--- src/rtl/aram_arbiter.sv ---
// Four-way arbiter in front of the single-port ARAM: fixed priority dsp > smp > prs > ldr,
// with per-requester aging so a requester denied MAX_WAIT times in a row outranks the others.
module aram_arbiter #(
  parameter int AW       = 17,
  parameter int MAX_WAIT = 8
) (
  input  logic          clk,
  input  logic          resetn,
  input  logic          dsp_req,
  input  logic [AW-1:0] dsp_a,
  output logic          dsp_gnt,
  output logic          dsp_rvalid,
  input  logic          smp_req,
  input  logic          smp_we,
  input  logic [AW-1:0] smp_a,
  input  logic [7:0]    smp_din,
  output logic          smp_gnt,
  output logic          smp_rvalid,
  input  logic          prs_req,
  input  logic [AW-1:0] prs_a,
  output logic          prs_gnt,
  output logic          prs_rvalid,
  input  logic          ldr_req,
  input  logic [AW-1:0] ldr_a,
  input  logic [7:0]    ldr_din,
  output logic          ldr_gnt,
  output logic [7:0]    rdata,
  output logic          mem_rd,
  output logic          mem_we,
  output logic [AW-1:0] mem_a,
  output logic [7:0]    mem_din,
  input  logic [7:0]    mem_dout,
  output logic          busy
);

  // Handshake: a requester holds req/addr/we/din until it sees its gnt (registered, one cycle
  // wide, one cycle after the sampling edge); during that gnt cycle it either presents the next
  // request or drops req. Read data returns on rdata with the matching rvalid one cycle later.

  localparam logic [7:0] MAX_W = 8'(MAX_WAIT);

  logic [7:0]    smp_wait, prs_wait, ldr_wait;
  logic          smp_urg, prs_urg, ldr_urg;
  logic [3:0]    win;        // one-hot {ldr, prs, smp, dsp}
  logic [AW-1:0] win_a;
  logic          win_rd, win_we;

  assign smp_urg = (smp_wait == MAX_W);
  assign prs_urg = (prs_wait == MAX_W);
  assign ldr_urg = (ldr_wait == MAX_W);

  // Urgent requesters first (dsp never ages), then the base order.
  always_comb begin
    win = 4'b0000;
    if (smp_req && smp_urg)      win = 4'b0010;
    else if (prs_req && prs_urg) win = 4'b0100;
    else if (ldr_req && ldr_urg) win = 4'b1000;
    else if (dsp_req)            win = 4'b0001;
    else if (smp_req)            win = 4'b0010;
    else if (prs_req)            win = 4'b0100;
    else if (ldr_req)            win = 4'b1000;
  end

  always_comb begin
    win_a = '0;
    if (win[0])      win_a = dsp_a;
    else if (win[1]) win_a = smp_a;
    else if (win[2]) win_a = prs_a;
    else if (win[3]) win_a = ldr_a;
  end

  assign win_rd = win[0] | win[2] | (win[1] & ~smp_we);
  assign win_we = win[3] | (win[1] & smp_we);

  function automatic logic [7:0] next_wait(input logic req, input logic won,
                                           input logic [7:0] cur);
    if (!req || won)    return 8'd0;
    else if (cur >= MAX_W) return MAX_W;
    else                return cur + 8'd1;
  endfunction

  always_ff @(posedge clk or negedge resetn) begin
    if (!resetn) begin
      dsp_gnt    <= 1'b0;
      smp_gnt    <= 1'b0;
      prs_gnt    <= 1'b0;
      ldr_gnt    <= 1'b0;
      dsp_rvalid <= 1'b0;
      smp_rvalid <= 1'b0;
      prs_rvalid <= 1'b0;
      mem_rd     <= 1'b0;
      mem_we     <= 1'b0;
      mem_a      <= '0;
      mem_din    <= 8'h00;
      smp_wait   <= 8'd0;
      prs_wait   <= 8'd0;
      ldr_wait   <= 8'd0;
    end else begin
      dsp_gnt <= win[0];
      smp_gnt <= win[1];
      prs_gnt <= win[2];
      ldr_gnt <= win[3];
      mem_rd  <= win_rd;
      mem_we  <= win_we;
      // Address and write data hold their last values while idle.
      if (|win)  mem_a   <= win_a;
      if (win_we) mem_din <= win[3] ? ldr_din : smp_din;
      // Only one grant per cycle, so mem_rd here belongs to whichever gnt is high.
      dsp_rvalid <= dsp_gnt;
      smp_rvalid <= smp_gnt & mem_rd;
      prs_rvalid <= prs_gnt;
      smp_wait <= next_wait(smp_req, win[1], smp_wait);
      prs_wait <= next_wait(prs_req, win[2], prs_wait);
      ldr_wait <= next_wait(ldr_req, win[3], ldr_wait);
    end
  end

  assign rdata = mem_dout;
  assign busy  = mem_rd | mem_we | dsp_rvalid | smp_rvalid | prs_rvalid;

endmodule

--- config.mk ---
export PLATFORM = sky130hd
export DESIGN_NAME = aram_arbiter
export DESIGN_NICKNAME = d
export VERILOG_FILES = /design/src/rtl/aram_arbiter.sv
export SDC_FILE = /design/constraint.sdc
export NUM_CORES = 1
export LEC_CHECK = 0
export CAP_MARGIN = 20
export CORE_ASPECT_RATIO = 0.8
export CORE_MARGIN = 2
export CORE_UTILIZATION = 45
export DETAILED_ROUTE_END_ITERATION = 12
export GPL_TIMING_DRIVEN = 0
export PLACE_DENSITY = 0.84
export SLEW_MARGIN = 20
export SYNTH_ARGS = -nofsm -noshare
export SYNTH_HDL_FRONTEND = slang
export SYNTH_SLANG_ARGS = --single-unit
--- constraint.sdc ---
create_clock -name clk -period 7.2 [get_ports clk]
set_input_delay 1.44 -clock clk [delete_from_list [all_inputs] [get_ports clk]]
set_output_delay 1.44 -clock clk [all_outputs]
set_load 0.005 [all_outputs]
Yosys cells after proc, flatten, opt, wreduce, memory -nomap -nowiden
Cells that the tools add are included.
- muxes and demuxes: 18
- order comparisons: 3
- bitwise gates (word level): 11
- reductions and logical operators: 10
- equal/unequal tests: 3
- add/sub/neg operators: 3
- operators by type and width (cell ; count):
    17-bit two-way mux ; 4
    8-bit two-way mux ; 7
    4-bit two-way mux ; 7
    8-bit by 1-bit adder with 8-bit output (second input constant) ; 3
    8-bit by 4-bit == test with 1-bit output (second input constant) ; 3
    8-bit by 4-bit >= comparator with 1-bit output (second input constant) ; 3
    1-bit OR ; 7
    4-bit OR reduction ; 1
    1-bit AND ; 3
    1-bit logical AND ; 3
    1-bit zero test ; 3
    1-bit logical OR ; 3
    1-bit NOT ; 1
- output and inout port bits: 43
- flip-flop bits (word level): 58
- word-level logic and storage cells: 62

Logic depth before layout (Yosys ltp)
- depth after elaboration: 11
- gate-level depth with buffers: 9
- mapped depth without buffers: 8

Least setup slack after synthesis
OpenSTA, ideal clock, no wires.
- path type: input to register
- from: in dsp_req
- to: reg mem_din[0]
- required time: 7074 ps
- path slack: 4114 ps
- data arrival time: 2960 ps
- cell stages on the path: 5
- cells stage by stage: or4b_2 o21ai_1 nand3_1 buf_2 a311o_1
- longest elaborated chain between the ends: 6
- elaborated cells between the ends (all ways): 7
- classes of those cells: mux (5); bitwise (2)
- RTL lines (element ; line ; RTL):
    start: declaration ; 9 ; input logic dsp_req,
    4-bit two-way mux * ; 58 ; else if (dsp_req) win = 4'b0001;
    4-bit two-way mux * ; 57 ; else if (ldr_req && ldr_urg) win = 4'b1000;
    4-bit two-way mux * ; 56 ; else if (prs_req && prs_urg) win = 4'b0100;
    4-bit two-way mux * ; 55 ; if (smp_req && smp_urg) win = 4'b0010;
    1-bit AND ; 73 ; assign win_we = win[3] | (win[1] & smp_we);
    1-bit OR ; 73 ;
    end signal: assignment ; 107 ; if (win_we) mem_din <= win[3] ? ldr_din : smp_din;
    end: declaration ; 31 ; output logic [7:0] mem_din,
Mark *: on every way between the ends. The rest lies on a longest branch, timed or not.
A chain may end at the register's enable or synchronous reset.

Worst setup path in the final report
- from: in prs_req
- to: reg mem_a[8]
- longest elaborated chain between the ends: 10
- elaborated cells between the ends (all ways): 12
- classes of those cells: mux (10); reduce/logical (2)
- RTL lines (element ; line ; RTL):
    start: declaration ; 19 ; input logic prs_req,
    4-bit two-way mux ; 60 ; else if (prs_req) win = 4'b0100;
    4-bit two-way mux ; 59 ; else if (smp_req) win = 4'b0010;
    4-bit two-way mux ; 58 ;
    4-bit two-way mux ; 57 ;
    4-bit two-way mux * ; 56 ;
    4-bit two-way mux * ; 55 ;
    named net win[3] ; 44 ; logic [3:0] win;
    17-bit two-way mux ; 69 ; else if (win[3]) win_a = ldr_a;
    17-bit two-way mux ; 68 ; else if (win[2]) win_a = prs_a;
    17-bit two-way mux ; 67 ; else if (win[1]) win_a = smp_a;
    17-bit two-way mux ; 66 ; if (win[0]) win_a = dsp_a;
    end signal: assignment ; 106 ; if (|win) mem_a <= win_a;
    end: declaration ; 30 ; output logic [AW-1:0] mem_a,
Mark *: on every way through the listed nets, which the timed path passes. The rest lies on a longest branch.

==> results.ini <==
[clock_tree]
clk_pin_slew_worst_paths_ns=0.06
hold_buffers=0
clockBufferDepth=2
htree_levels=3
cts_setup_buffers=0
cts_tree=done
cts_num_sinks=58
insertion_delay_ns=0.33
numCtsBuffers=9
post_cts_resized=0
cts_root_buf=clkbuf_8

[timing]
fmax_mhz=278
worst_pin_slew_ns=0.722
final.setup.worst_slack_ns=3.61
final_max_slew_viol_count=0
clock_skew_ns=0.00788
slew_headroom=0.519
timing.final.crit_share=0.499
hold_viol=0
finalWorstPathRequiredPeriod_ns=3.59
setup_viol=0
tns_ns=0
grt_setup_unrepaired=no

[final_layout]
num_antenna_cells=0
layout.nets=545
finalCoreUtilization=0.729
layout_common_cells=clkdlybuf4s50_1 (131), dfrtp_1 (58), a21oi_1 (30)
final_common_cell=clkdlybuf4s50_1
syn_to_final_growth_pct=54.3
drive_above_1_share=0.139

[global_routing]
grt_overflow=0
antenna_found_initial=0
grt_start_max_net_pins=59
grt_pass1_wl_mm=14.0
track_usage=0.244
grt_pass1_vias=2920

[power]
max-vdd-ir-drop_uv=136
seqPwrFrac=0.432
clkPwrFrac=0.349
powerDensity_mw_per_mm2=181
swShare=0.242
p_int_mw=0.647
p_leak_nw=1.98
p_switching_mw=0.207
power_mw=0.854
p_comb_frac=0.219

[run]
max-cap-violations=0

[setup_path]
critPathLaunchType=primary input
crit_required_ns=7.44
cp_data_arrival_time_ns=3.83
cp-end-kind=flip-flop
cp_cell_sequence=clkdlybuf4s50_1 > or4b_2 > o21ai_1 > nand3_1 > inv_2 > buf_2 > a221oi_1 > o22ai_1
worst-path-buf-inv=3
path_class=primary input to flip-flop
critPathTopFamily=simple AND/OR/NAND/NOR gates
worst_path_largest_cell_delay_ns=0.67
crit_slowest_cell=or4b_2
path_max_fanout=10

[floorplan]
ios=142
die_w_um=96.2
die_h_um=77.7
core_sq_mm=0.00647
num_rows=26
dieArea_sq_mm=0.00747
start_util=0.472

[route]
drt_first_pass_iters=4
via_count=2868
antenna_left=0
post_drt_via_cell_ratio=5.42
wl_mm=8.93
drcViolationCount=0
routedWlPerCell_um=16.9
drtIter0Drc=153

[run_status]
status=completed

[synthesis]
synthFlopType=dfrtp_1
async_reset_ff_frac=1.00
synth_cell_type_count=50
syn_area_sq_mm=0.00306
ys_warn_count=0
syn_inst=286
synth_seq_cells=58
synth-edff-count=0
ys_seq_area_frac=0.475
syn_area_per_cell_sq_um=10.7

[placement]
dp_hpwl_mm=6.78
gp_congestion=0.855
io_buffers=132
dpl_worst_slack_ns=3.28

[hold_path]
min_path_type=flip-flop to flip-flop

## path summary, 6_finish.rpt
| path | start | endpoint | slack (ns) | cells past startpoint |
|---|---|---|---|---|
| hold / removal | prs_gnt | prs_rvalid | 0.38 | 0 |
| max in group asynchronous | resetn | smp_wait[5] | 5.55 | 1 |
| setup / recovery | prs_req | mem_a[8] | 3.61 | 8 |
| setup reg to reg | ldr_wait[7] | mem_a[8] | 4.51 | 6 |
| hold reg to reg | prs_gnt | prs_rvalid | 0.38 | 0 |
| min in group asynchronous | resetn | mem_a[10] | 1.16 | 1 |
## through the flow
stage	instance area, sq um	instances	hold WS, ns
3_3_place_gp	4530	513	0.370
5_1_grt	4720	529	0.403
3_5_place_dp	4520	513	0.370
4_1_cts	4720	529	0.385
6_report	4720	529	0.380
2_1_floorplan	3100	297	0.376
## cells in the mapped netlist (4+ instances only)
cell type / instances / area [sq um]
nor2_1: 14 / 52.6
a21oi_1: 30 / 150
nand4_1: 15 / 93.8
a311o_1: 8 / 80.1
nand2_1: 7 / 26.3
buf_2: 4 / 20.0
and2_1: 13 / 81.3
o22a_2: 6 / 60.1
and3_1: 8 / 50.1
and2_0: 5 / 31.3
buf_4: 9 / 67.6
clkbuf_8: 8 / 110
nand3_1: 6 / 30.0
dfrtp_1: 58 / 1450
o22a_1: 8 / 70.1
inv_1: 12 / 45.0
nor2b_1: 5 / 31.3
and2_2: 6 / 45.0
ha_1: 6 / 75.1
o32a_1: 14 / 140
## state kept, by name, summed over array words and instances (netlist names), 8 cells and up
signal    cells
ldr_wait      8
mem_a        17
mem_din       8
prs_wait      8
smp_wait      8
## final cells by class
class,count,area [sq um]
Fill cell,487,1750
Sequential cell,58,1450
Inverter,13,48.8
Multi-Input combinational cell,198,1340
Tap cell,84,105
Buffer,28,260
Clock inverter,4,51.3
Clock buffer,12,145
Timing Repair Buffer,132,1320
## power groups by stage
| stage | Combinational [mW] | Sequential [mW] | Clock, mW |
|---|---|---|---|
| floorplan | 0.0621 | 0.375 | 0 |
| global placement | 0.185 | 0.373 | 0 |
| detailed placement | 0.187 | 0.375 | 0 |
| CTS | 0.188 | 0.369 | 0.304 |
| global route | 0.202 | 0.372 | 0.325 |
| finish | 0.187 | 0.369 | 0.298 |
## kinds of logic after synthesis
kind of cell / synth area share
AND/OR/NAND/NOR: 0.182
AO/OA/AOI/OAI: 0.208
flip-flops: 0.475
buffers and inverters: 0.101
adder cells (fa/ha/maj): 0.0245
XOR/XNOR: 0.00859
other: 0.00123
## per-layer routing
metal  GRT usage  vias to the layer above  part of all wire
met5           0                        -                 0
met4      0.0686                        0             0.013
met3      0.0913                       12              0.11
met2       0.408                      151              0.48
met1       0.293                     1354              0.39
li1            -                     1351                 -
No activity file was read; power rests on OpenSTA's default activity.
